--- src/rtl/puf_soc_pkg.sv ---
// Shared types and default sizes for the PUF response generator.
package puf_soc_pkg;

    localparam int unsigned DEF_CNT_BIT_SIZE = 32;
    localparam int unsigned DEF_RESP_WIDTH   = 32;

    typedef enum logic [2:0] {
        ST_IDLE,
        ST_CAP_A,
        ST_CAP_B,
        ST_CMP,
        ST_OUT
    } state_e;

endpackage

--- src/rtl/puf_cnt_cmp.sv ---
// Combinational comparison of one RO count pair.
// Reliability mask logic only exists when PUF_RESP_MASK_EN is defined.
module puf_cnt_cmp
    import puf_soc_pkg::*;
#(
    parameter int CNT_BIT_SIZE = DEF_CNT_BIT_SIZE
) (
    input  logic [CNT_BIT_SIZE-1:0] cnt_a,
    input  logic [CNT_BIT_SIZE-1:0] cnt_b,
    input  logic [CNT_BIT_SIZE-1:0] thresh,
    output logic                    gt,
    output logic                    mask
);

    assign gt = (cnt_a > cnt_b);

`ifdef PUF_RESP_MASK_EN
    logic [CNT_BIT_SIZE-1:0] abs_diff;

    // Subtract the smaller from the larger so the difference can never wrap.
    assign abs_diff = gt ? (cnt_a - cnt_b) : (cnt_b - cnt_a);
    assign mask     = (abs_diff < thresh);
`else
    logic unused_thresh;

    assign unused_thresh = ^thresh;
    assign mask          = 1'b0;
`endif

endmodule

--- src/rtl/puf_resp_gen.sv ---
// Collects RESP_WIDTH RO count pairs into one response word, bit 0 = first pair.
// Optional reliability masking is enabled with PUF_RESP_MASK_EN.
module puf_resp_gen
    import puf_soc_pkg::*;
#(
    parameter int CNT_BIT_SIZE = DEF_CNT_BIT_SIZE,
    parameter int RESP_WIDTH   = DEF_RESP_WIDTH
) (
    input  logic                    sys_clk,
    input  logic                    rst_n,
    input  logic                    i_start,
    input  logic                    i_sys_valid,
    input  logic [CNT_BIT_SIZE-1:0] i_sys_cnt,
    input  logic                    i_sys_cnt_full,
    input  logic [CNT_BIT_SIZE-1:0] i_thresh,
    input  logic                    i_resp_ready,
    output logic [RESP_WIDTH-1:0]   o_resp,
    output logic [RESP_WIDTH-1:0]   o_resp_mask,
    output logic                    o_resp_valid,
    output logic                    o_resp_err,
    output logic                    o_busy
);

    localparam int                IDX_W    = $clog2(RESP_WIDTH);
    localparam logic [IDX_W-1:0] IDX_LAST = IDX_W'(RESP_WIDTH - 1);

    state_e                  state_q,  state_d;
    logic [IDX_W-1:0]        idx_q,    idx_d;
    logic [CNT_BIT_SIZE-1:0] cnt_a_q,  cnt_a_d;
    logic [CNT_BIT_SIZE-1:0] cnt_b_q,  cnt_b_d;
    logic                    full_a_q, full_a_d;
    logic                    full_b_q, full_b_d;
    logic [RESP_WIDTH-1:0]   resp_q,   resp_d;
    logic [RESP_WIDTH-1:0]   mask_q,   mask_d;
    logic                    err_q,    err_d;
    logic                    valid_q,  valid_d;
    logic                    busy_q,   busy_d;

    logic cmp_gt;
    logic cmp_mask;

    puf_cnt_cmp #(
        .CNT_BIT_SIZE(CNT_BIT_SIZE)
    ) u_cnt_cmp (
        .cnt_a  (cnt_a_q),
        .cnt_b  (cnt_b_q),
        .thresh (i_thresh),
        .gt     (cmp_gt),
        .mask   (cmp_mask)
    );

    always_comb begin
        // NOTE: every next-state value defaults to its current value first, so no path can infer a latch.
        state_d  = state_q;
        idx_d    = idx_q;
        cnt_a_d  = cnt_a_q;
        cnt_b_d  = cnt_b_q;
        full_a_d = full_a_q;
        full_b_d = full_b_q;
        resp_d   = resp_q;
        mask_d   = mask_q;
        err_d    = err_q;
        valid_d  = valid_q;

        case (state_q)
            ST_IDLE: begin
                if (i_start) begin
                    state_d = ST_CAP_A;
                    idx_d   = '0;
                    resp_d  = '0;
                    mask_d  = '0;
                    err_d   = 1'b0;
                end
            end
            ST_CAP_A: begin
                if (i_sys_valid) begin
                    cnt_a_d  = i_sys_cnt;
                    full_a_d = i_sys_cnt_full;
                    state_d  = ST_CAP_B;
                end
            end
            ST_CAP_B: begin
                if (i_sys_valid) begin
                    cnt_b_d  = i_sys_cnt;
                    full_b_d = i_sys_cnt_full;
                    state_d  = ST_CMP;
                end
            end
            ST_CMP: begin
                resp_d[idx_q] = cmp_gt;
                mask_d[idx_q] = cmp_mask;
                if (full_a_q || full_b_q) begin
                    err_d = 1'b1;
                end
                if (idx_q == IDX_LAST) begin
                    state_d = ST_OUT;
                    valid_d = 1'b1;
                end else begin
                    idx_d   = idx_q + IDX_W'(1);
                    state_d = ST_CAP_A;
                end
            end
            ST_OUT: begin
                // Word stays on the outputs after the handshake until the next start.
                if (i_resp_ready) begin
                    valid_d = 1'b0;
                    state_d = ST_IDLE;
                end
            end
            default: begin
                state_d = ST_IDLE;
            end
        endcase

        busy_d = (state_d != ST_IDLE);
    end

    always_ff @(posedge sys_clk) begin
        // NOTE: state updates use non-blocking assignments so all flops sample the same pre-edge values.
        if (!rst_n) begin
            // NOTE: datapath registers are reset too, so an aborted word leaves nothing behind.
            state_q  <= ST_IDLE;
            idx_q    <= '0;
            cnt_a_q  <= '0;
            cnt_b_q  <= '0;
            full_a_q <= 1'b0;
            full_b_q <= 1'b0;
            resp_q   <= '0;
            mask_q   <= '0;
            err_q    <= 1'b0;
            valid_q  <= 1'b0;
            busy_q   <= 1'b0;
        end else begin
            state_q  <= state_d;
            idx_q    <= idx_d;
            cnt_a_q  <= cnt_a_d;
            cnt_b_q  <= cnt_b_d;
            full_a_q <= full_a_d;
            full_b_q <= full_b_d;
            resp_q   <= resp_d;
            mask_q   <= mask_d;
            err_q    <= err_d;
            valid_q  <= valid_d;
            busy_q   <= busy_d;
        end
    end

    assign o_resp       = resp_q;
    assign o_resp_mask  = mask_q;
    assign o_resp_valid = valid_q;
    assign o_resp_err   = err_q;
    assign o_busy       = busy_q;

endmodule

--- config.mk ---
export PLATFORM = sky130hd
export DESIGN_NAME = puf_resp_gen
export DESIGN_NICKNAME = d
export VERILOG_FILES = /design/src/rtl/puf_soc_pkg.sv /design/src/rtl/puf_cnt_cmp.sv /design/src/rtl/puf_resp_gen.sv
export SDC_FILE = /design/constraint.sdc
export NUM_CORES = 1
export LEC_CHECK = 0
export CAP_MARGIN = 0
export CORE_ASPECT_RATIO = 1.1
export CORE_MARGIN = 3
export CORE_UTILIZATION = 47
export DETAILED_ROUTE_END_ITERATION = 10
export GPL_TIMING_DRIVEN = 0
export PLACE_DENSITY = 0.77
export RECOVER_POWER = 25
export SLEW_MARGIN = 20
export SYNTH_ARGS = -nofsm -noshare
export SYNTH_HDL_FRONTEND = slang
export SYNTH_SLANG_ARGS = --single-unit
--- constraint.sdc ---
create_clock -name sys_clk -period 1.9 [get_ports sys_clk]
set_input_delay 0.19 -clock sys_clk [delete_from_list [all_inputs] [get_ports sys_clk]]
set_output_delay 0.19 -clock sys_clk [all_outputs]
set_load 0.005 [all_outputs]
======== After elaboration in Yosys (flattened, before gate mapping) ========
Cells that the tools add are included.
cells by class
  magnitude comparators ................... 3
  equality and inequality tests ........... 10
  reduce and logical (&&, ||, !) cells .... 12
  muxes and demuxes ....................... 21
  add/subtract/negate cells ............... 1
  bitwise logic cells ..................... 2
operators by type and width
  operator               number
  $pmux W32 S2           2
  $and A32 B32 Y32       1
  $bwmux W32             1
  $gt A32 B32 Y1         1
  $mux W32               1
  $not A32 Y32           1
  $mux W3                5
  $pmux W3 S5            1
  $mux W5                2
  $ne A2 B2 Y1 const B   5
  $pmux W5 S2            1
  $reduce_and A3 Y1      3
  $eq A3 B2 Y1 const B   2
  $lt A5 B6 Y1 const B   1
  $reduce_and A2 Y1      3
  $add A5 B1 Y5 const B  1
  $demux W1 S5           1
  $eq A5 B5 Y1 const B   1
  $ge A5 B1 Y1 const B   1
  $mux W1                5
  $pmux W1 S2            2
  $reduce_bool A2 Y1     2
  $eq A3 B1 Y1 const B   1
  $eq A3 B3 Y1 const B   1
  4 further kinds        4
storage, ports and cells
  register bits after elaboration ......... 141
  bits of input ports ..................... 70

======== Logic depth before layout (Yosys ltp) ========
  depth in word-level cells ............... 7
  gate-level depth with buffers ........... 8
  mapped depth without buffers ............ 7

======== Cells and area by module ========
Synthesis repeated with hierarchy kept, for this count alone.
second synthesis, totals
  cell total of the unflattened synthesis .. 778
  area, all modules ....................... 6372.4 um^2
by module, submodules not included
  module        cells an instance  instances  area each (um^2)
  puf_resp_gen  664                1          5555.3
  puf_cnt_cmp   114                1          817.0

======== Least setup slack after synthesis ========
No wires, ideal clock.
  kind .................................... register to register
  start point ............................. register cnt_b_q[14]
  end point ............................... register resp_q[13], in the netlist o_resp[13]
  arrival time ............................ 1.830 ns
  library setup time ...................... 0.125 ns
  path buffers ............................ 1
  clock period less this slack ............ 1.955 ns
  stages on the path, launching flop included .. 9
  setup slack ............................. -0.055 ns
  required time ........................... 1.775 ns
  path through ............................ dfxtp_1 inv_1 ha_1 nand4_2 or2_4 o41a_4 buf_6 o211ai_2 o211ai_2
between the ends
  word-level cells in the longest chain between the ends .. 3
ends and longest elaborated chain
  item                      line                 text
  start: declaration        puf_resp_gen.sv:30   logic [CNT_BIT_SIZE-1:0] cnt_b_q, cnt_b_d;
  start signal: assignment  puf_resp_gen.sv:137  cnt_b_q <= cnt_b_d;
  $gt A32 B32 Y1            puf_cnt_cmp.sv:15    assign gt = (cnt_a > cnt_b);
  $bwmux W32                puf_resp_gen.sv:90   resp_d[idx_q] = cmp_gt;
  $pmux W32 S2              puf_resp_gen.sv:65   case (state_q)
  end signal: assignment    puf_resp_gen.sv:140  resp_q <= resp_d;
  end: declaration          puf_resp_gen.sv:33   logic [RESP_WIDTH-1:0] resp_q, resp_d;
Every way passes these cells.
A chain may end at the register's enable or synchronous reset.

======== Worst setup path after layout ========
  start point ............................. register cnt_b_q[14]
  end point ............................... register resp_q[23], in the netlist o_resp[23]
The elaborated chain is that of the path after synthesis.

==> results.yml <==
outcome:
  status: "finished with violations"
  failed_checks: "negative setup slack"
worst_setup_path:
  timing.rr.end: "o_resp[23]$_SDFFE_PN0P_"
  worstRegToRegCells: 8
  rrSetupSlack_ns: -0.25
  worstPathCellList: "inv_1 > ha_4 > nand4_4 > or2_4 > o41a_4 > buf_12 > o211ai_2 > o211ai_1"
  start_kind: "flip-flop"
  slowest_stage: "o41a_4"
  cp.required_ns: 2.20
  crit_arrival_ns: 2.45
  crit_fanout: 7
  path_class: "reg2reg"
  endpoint_kind: "flip-flop"
  r2r_start: "cnt_b_q[14]$_SDFFE_PN0P_"
  crit_path_max_incr_delay_ns: 0.59
yosys:
  ys_seq_elements: 141
  synth.most_common_cell: "nand2_1"
  synth_fp_nets: 916
  synth_cells: 809
  netlist_top_cells_area: "dfxtp_1 41%, nand2_1 12%, o211ai_2 7.0%, ha_1 6.8%, a21boi_0 6.7%"
  yosysWarningCount: 0
  synth_top_cell_area_share_pct: 41.4
  syn_area_per_cell_um2: 8.42
  yosys.area_share.xor_xnor_pct: 0.386
  ys.flop_type: "dfxtp_1"
  synth.largest_area_cell: "dfxtp_1"
  syn_area_mm2: 0.00681
  synth-simple-area-share_pct: 25.2
  synthArstFlopShare_pct: 0
  synth_edf_count: 0
  synth_compound_area_share_pct: 20.3
  synth.area.mux_share_pct: 0.331
  synth_cell_types: 43
  synthAdderAreaFrac_pct: 6.79
  ys_top_cells_by_count: "209 x nand2_1, 141 x dfxtp_1, 61 x a21boi_0"
  ys_seq_area_share_pct: 41.4
  synth_top_family_by_area: "simple AND/OR/NAND/NOR gates"
floorplan:
  dieHeight_um: 132
  start_util_pct: 48.6
  rows: 45
  die_area_mm2: 0.0160
  fp.dieW_um: 121
  io_pins: 137
  core_mm2: 0.0140
route:
  post_drt_wl_per_cell_um: 16.5
  wl_um: 18800
  dr_wl_met2_um: 9330
  drc_errors: 0
  drt-pass1-iter-count: 5
  vias: 6187
  antenna_left: 0
  routed-wl-met3_um: 988
  viasPerCell: 5.43
  drt_iter0_drc: 306
  highest_layer: "met4"
  wl_met1_um: 7890
min_path:
  whs_path_depth: 3
  min-delay-path-class: "in2reg"
  min-delay-start: "i_sys_cnt[27]"
  holdPathEnd: "cnt_a_q[27]$_SDFFE_PN0P_"
clocking:
  clockRootBuffer: "clkbuf_16"
  clock_latency_ns: 0.43
  clkSinkCount: 141
  cts_tree: "done"
  cts_buffer_depth: 2
  clk_pin_slew_ns: 0.06
  cts-buffers-inserted: 17
  cts_max_level: 4
  hold_buffers: 0
final_layout:
  n_fill_cell: 1108
  final_cells: 1139
  multi_input_area_mm2: 0.00389
  regArea_mm2: 0.00284
  syn_to_final_growth_pct: 35.4
  finalCoreUtilization_pct: 65.8
  nets: 1045
  drive_gt1_share_pct: 18.6
  diodes: 0
pwr:
  p_total_mw: 8.16
  peakVddDrop_uv: 616
  p_leak_nw: 3.55
  power.density_mw_per_mm2: 885
placed_design:
  place_congestion: 0.880
  dpl.cell_count: 1101
  io_buffers: 104
  dp_hpwl_um: 12500
global_routing:
  gr-usage-all-layers_pct: 23.3
  grt_pass1_wl_um: 29800
  grt-ovfl-total: 0
  antenna_found_initial: 0
  grt_max_degree: 17
  grt_pass1_vias: 6152
sta:
  relSlewSlack_pct: 62.9
  period_share_pct: 113
  timing.final.ws_setup_ns: -0.253
  finalMaxSlewViolations: 0
  fmax_ghz: 0.464
  rsz0062_at_grt: "yes"
  finalSetupTns_ns: -7.33
  holdWs_ns: 0.332
  worstMarginPinSlew_ns: 0.555
  setup_viol: 35
  finalClockSkew_ns: 0.0116
  finalCriticalPeriod_ns: 2.15
  hold_violations: 0
flow_run:
  maxCapViolations: 0
-- timing repair --
action | 4_1_cts | 5_1_grt
endpoints found under the hold margin | 0 | 0
resized for setup | 52 | 39
pin swaps | 18 | 11
gates cloned | 2 | 0
buffers inserted | 6 | 0
setup endpoints to repair | 76 | 62
-- cells in the final DEF (no fill, tap or decap), drive strengths merged, types with 2 or more instances in the layout --
cell type      count
nand2            209
dfxtp            141
a21boi            67
o211ai            65
clkdlybuf4s50     64
nor2              44
clkbuf            44
nand3             41
dlygate4sd3       40
and3              39
ha                37
buf               36
inv               34
a21oi             15
nand3b             6
o21ai              6
bufinv             6
nand4              6
and2               4
a21o               4
clkinv             4
nor3b              4
and4               4
nor2b              3
and3b              3
a211oi             3
mux2               2
xor2               2
nor4               2
or3                2
or3b               2
clkinvlp           2
nor3               2
or2                2
-- flip-flops by register name (all words and copies together) (netlist names), 3 cells and up --
signal and cells:
state_q 3, cnt_b_q 32, idx_q 5, o_resp 32, o_resp_mask 32, cnt_a_q 32
-- layer usage --
layer,GRT usage [%],vias up
met3,5.06,52
li1,-,3039
met1,27.6,2895
met4,12.2,0
met2,39.5,201
met5,0,-
-- power breakdown --
group	switching [mW]	internal [mW]	leakage, nW
clock	1.27	2.52	0.326
sequential	0.0375	3.01	1.15
combinational	0.804	0.516	2.08
total	2.11	6.05	3.55
-- critical path, delay by kind of cell (launching register included) --
kind / cells / cell delay, ns
AND/OR/NAND/NOR: 2 / 0.40
adder cells (fa/ha/maj): 1 / 0.28
flip-flops: 1 / 0.33
buffers and inverters: 2 / 0.25
AO/OA/AOI/OAI: 3 / 0.76
-- worst max-delay path by stage --
| stage | from | to | slack, ns | cells past startpoint |
|---|---|---|---|---|
| after global routing | cnt_b_q[26]$_SDFFE_PN0P_ | o_resp[22]$_SDFFE_PN0P_ | -0.31 | 9 |
| final | cnt_b_q[14]$_SDFFE_PN0P_ | o_resp[23]$_SDFFE_PN0P_ | -0.25 | 8 |
| after global placement | rst_n | o_resp[24]$_SDFFE_PN0P_ | -0.45 | 7 |
| after CTS | cnt_b_q[10]$_SDFFE_PN0P_ | o_resp[23]$_SDFFE_PN0P_ | -0.21 | 8 |
| after detailed placement | rst_n | o_resp[3]$_SDFFE_PN0P_ | -0.45 | 7 |
| after floorplan | cnt_b_q[30]$_SDFFE_PN0P_ | o_resp[10]$_SDFFE_PN0P_ | -0.03 | 8 |
-- per-stage QoR --
step | setup WS (ns) | cell area [um2]
2_1_floorplan | -0.0303 | 6820
3_3_place_gp | -0.452 | 8100
3_5_place_dp | -0.449 | 8100
4_1_cts | -0.215 | 9110
5_1_grt | -0.309 | 9220
6_report | -0.253 | 9220
-- kinds of logic after synthesis --
| kind of cell | after synthesis |
|---|---|
| XOR/XNOR | 3 |
| flip-flops | 141 |
| adder cells (fa/ha/maj) | 37 |
| AND/OR/NAND/NOR | 375 |
| AO/OA/AOI/OAI | 163 |
| multiplexers | 2 |
| buffers and inverters | 88 |
-- area by class of cell --
type,instances,share of cell area [%]
clock inverters,12,2.33
repair buffers,112,12.4
plain buffers,52,3.32
clock buffers,20,4.95
inverters,34,1.38
flip-flops and latches,141,30.8
multi-input cells,580,42.2
well taps,188,2.55
No activity file was read; power rests on OpenSTA's default activity.
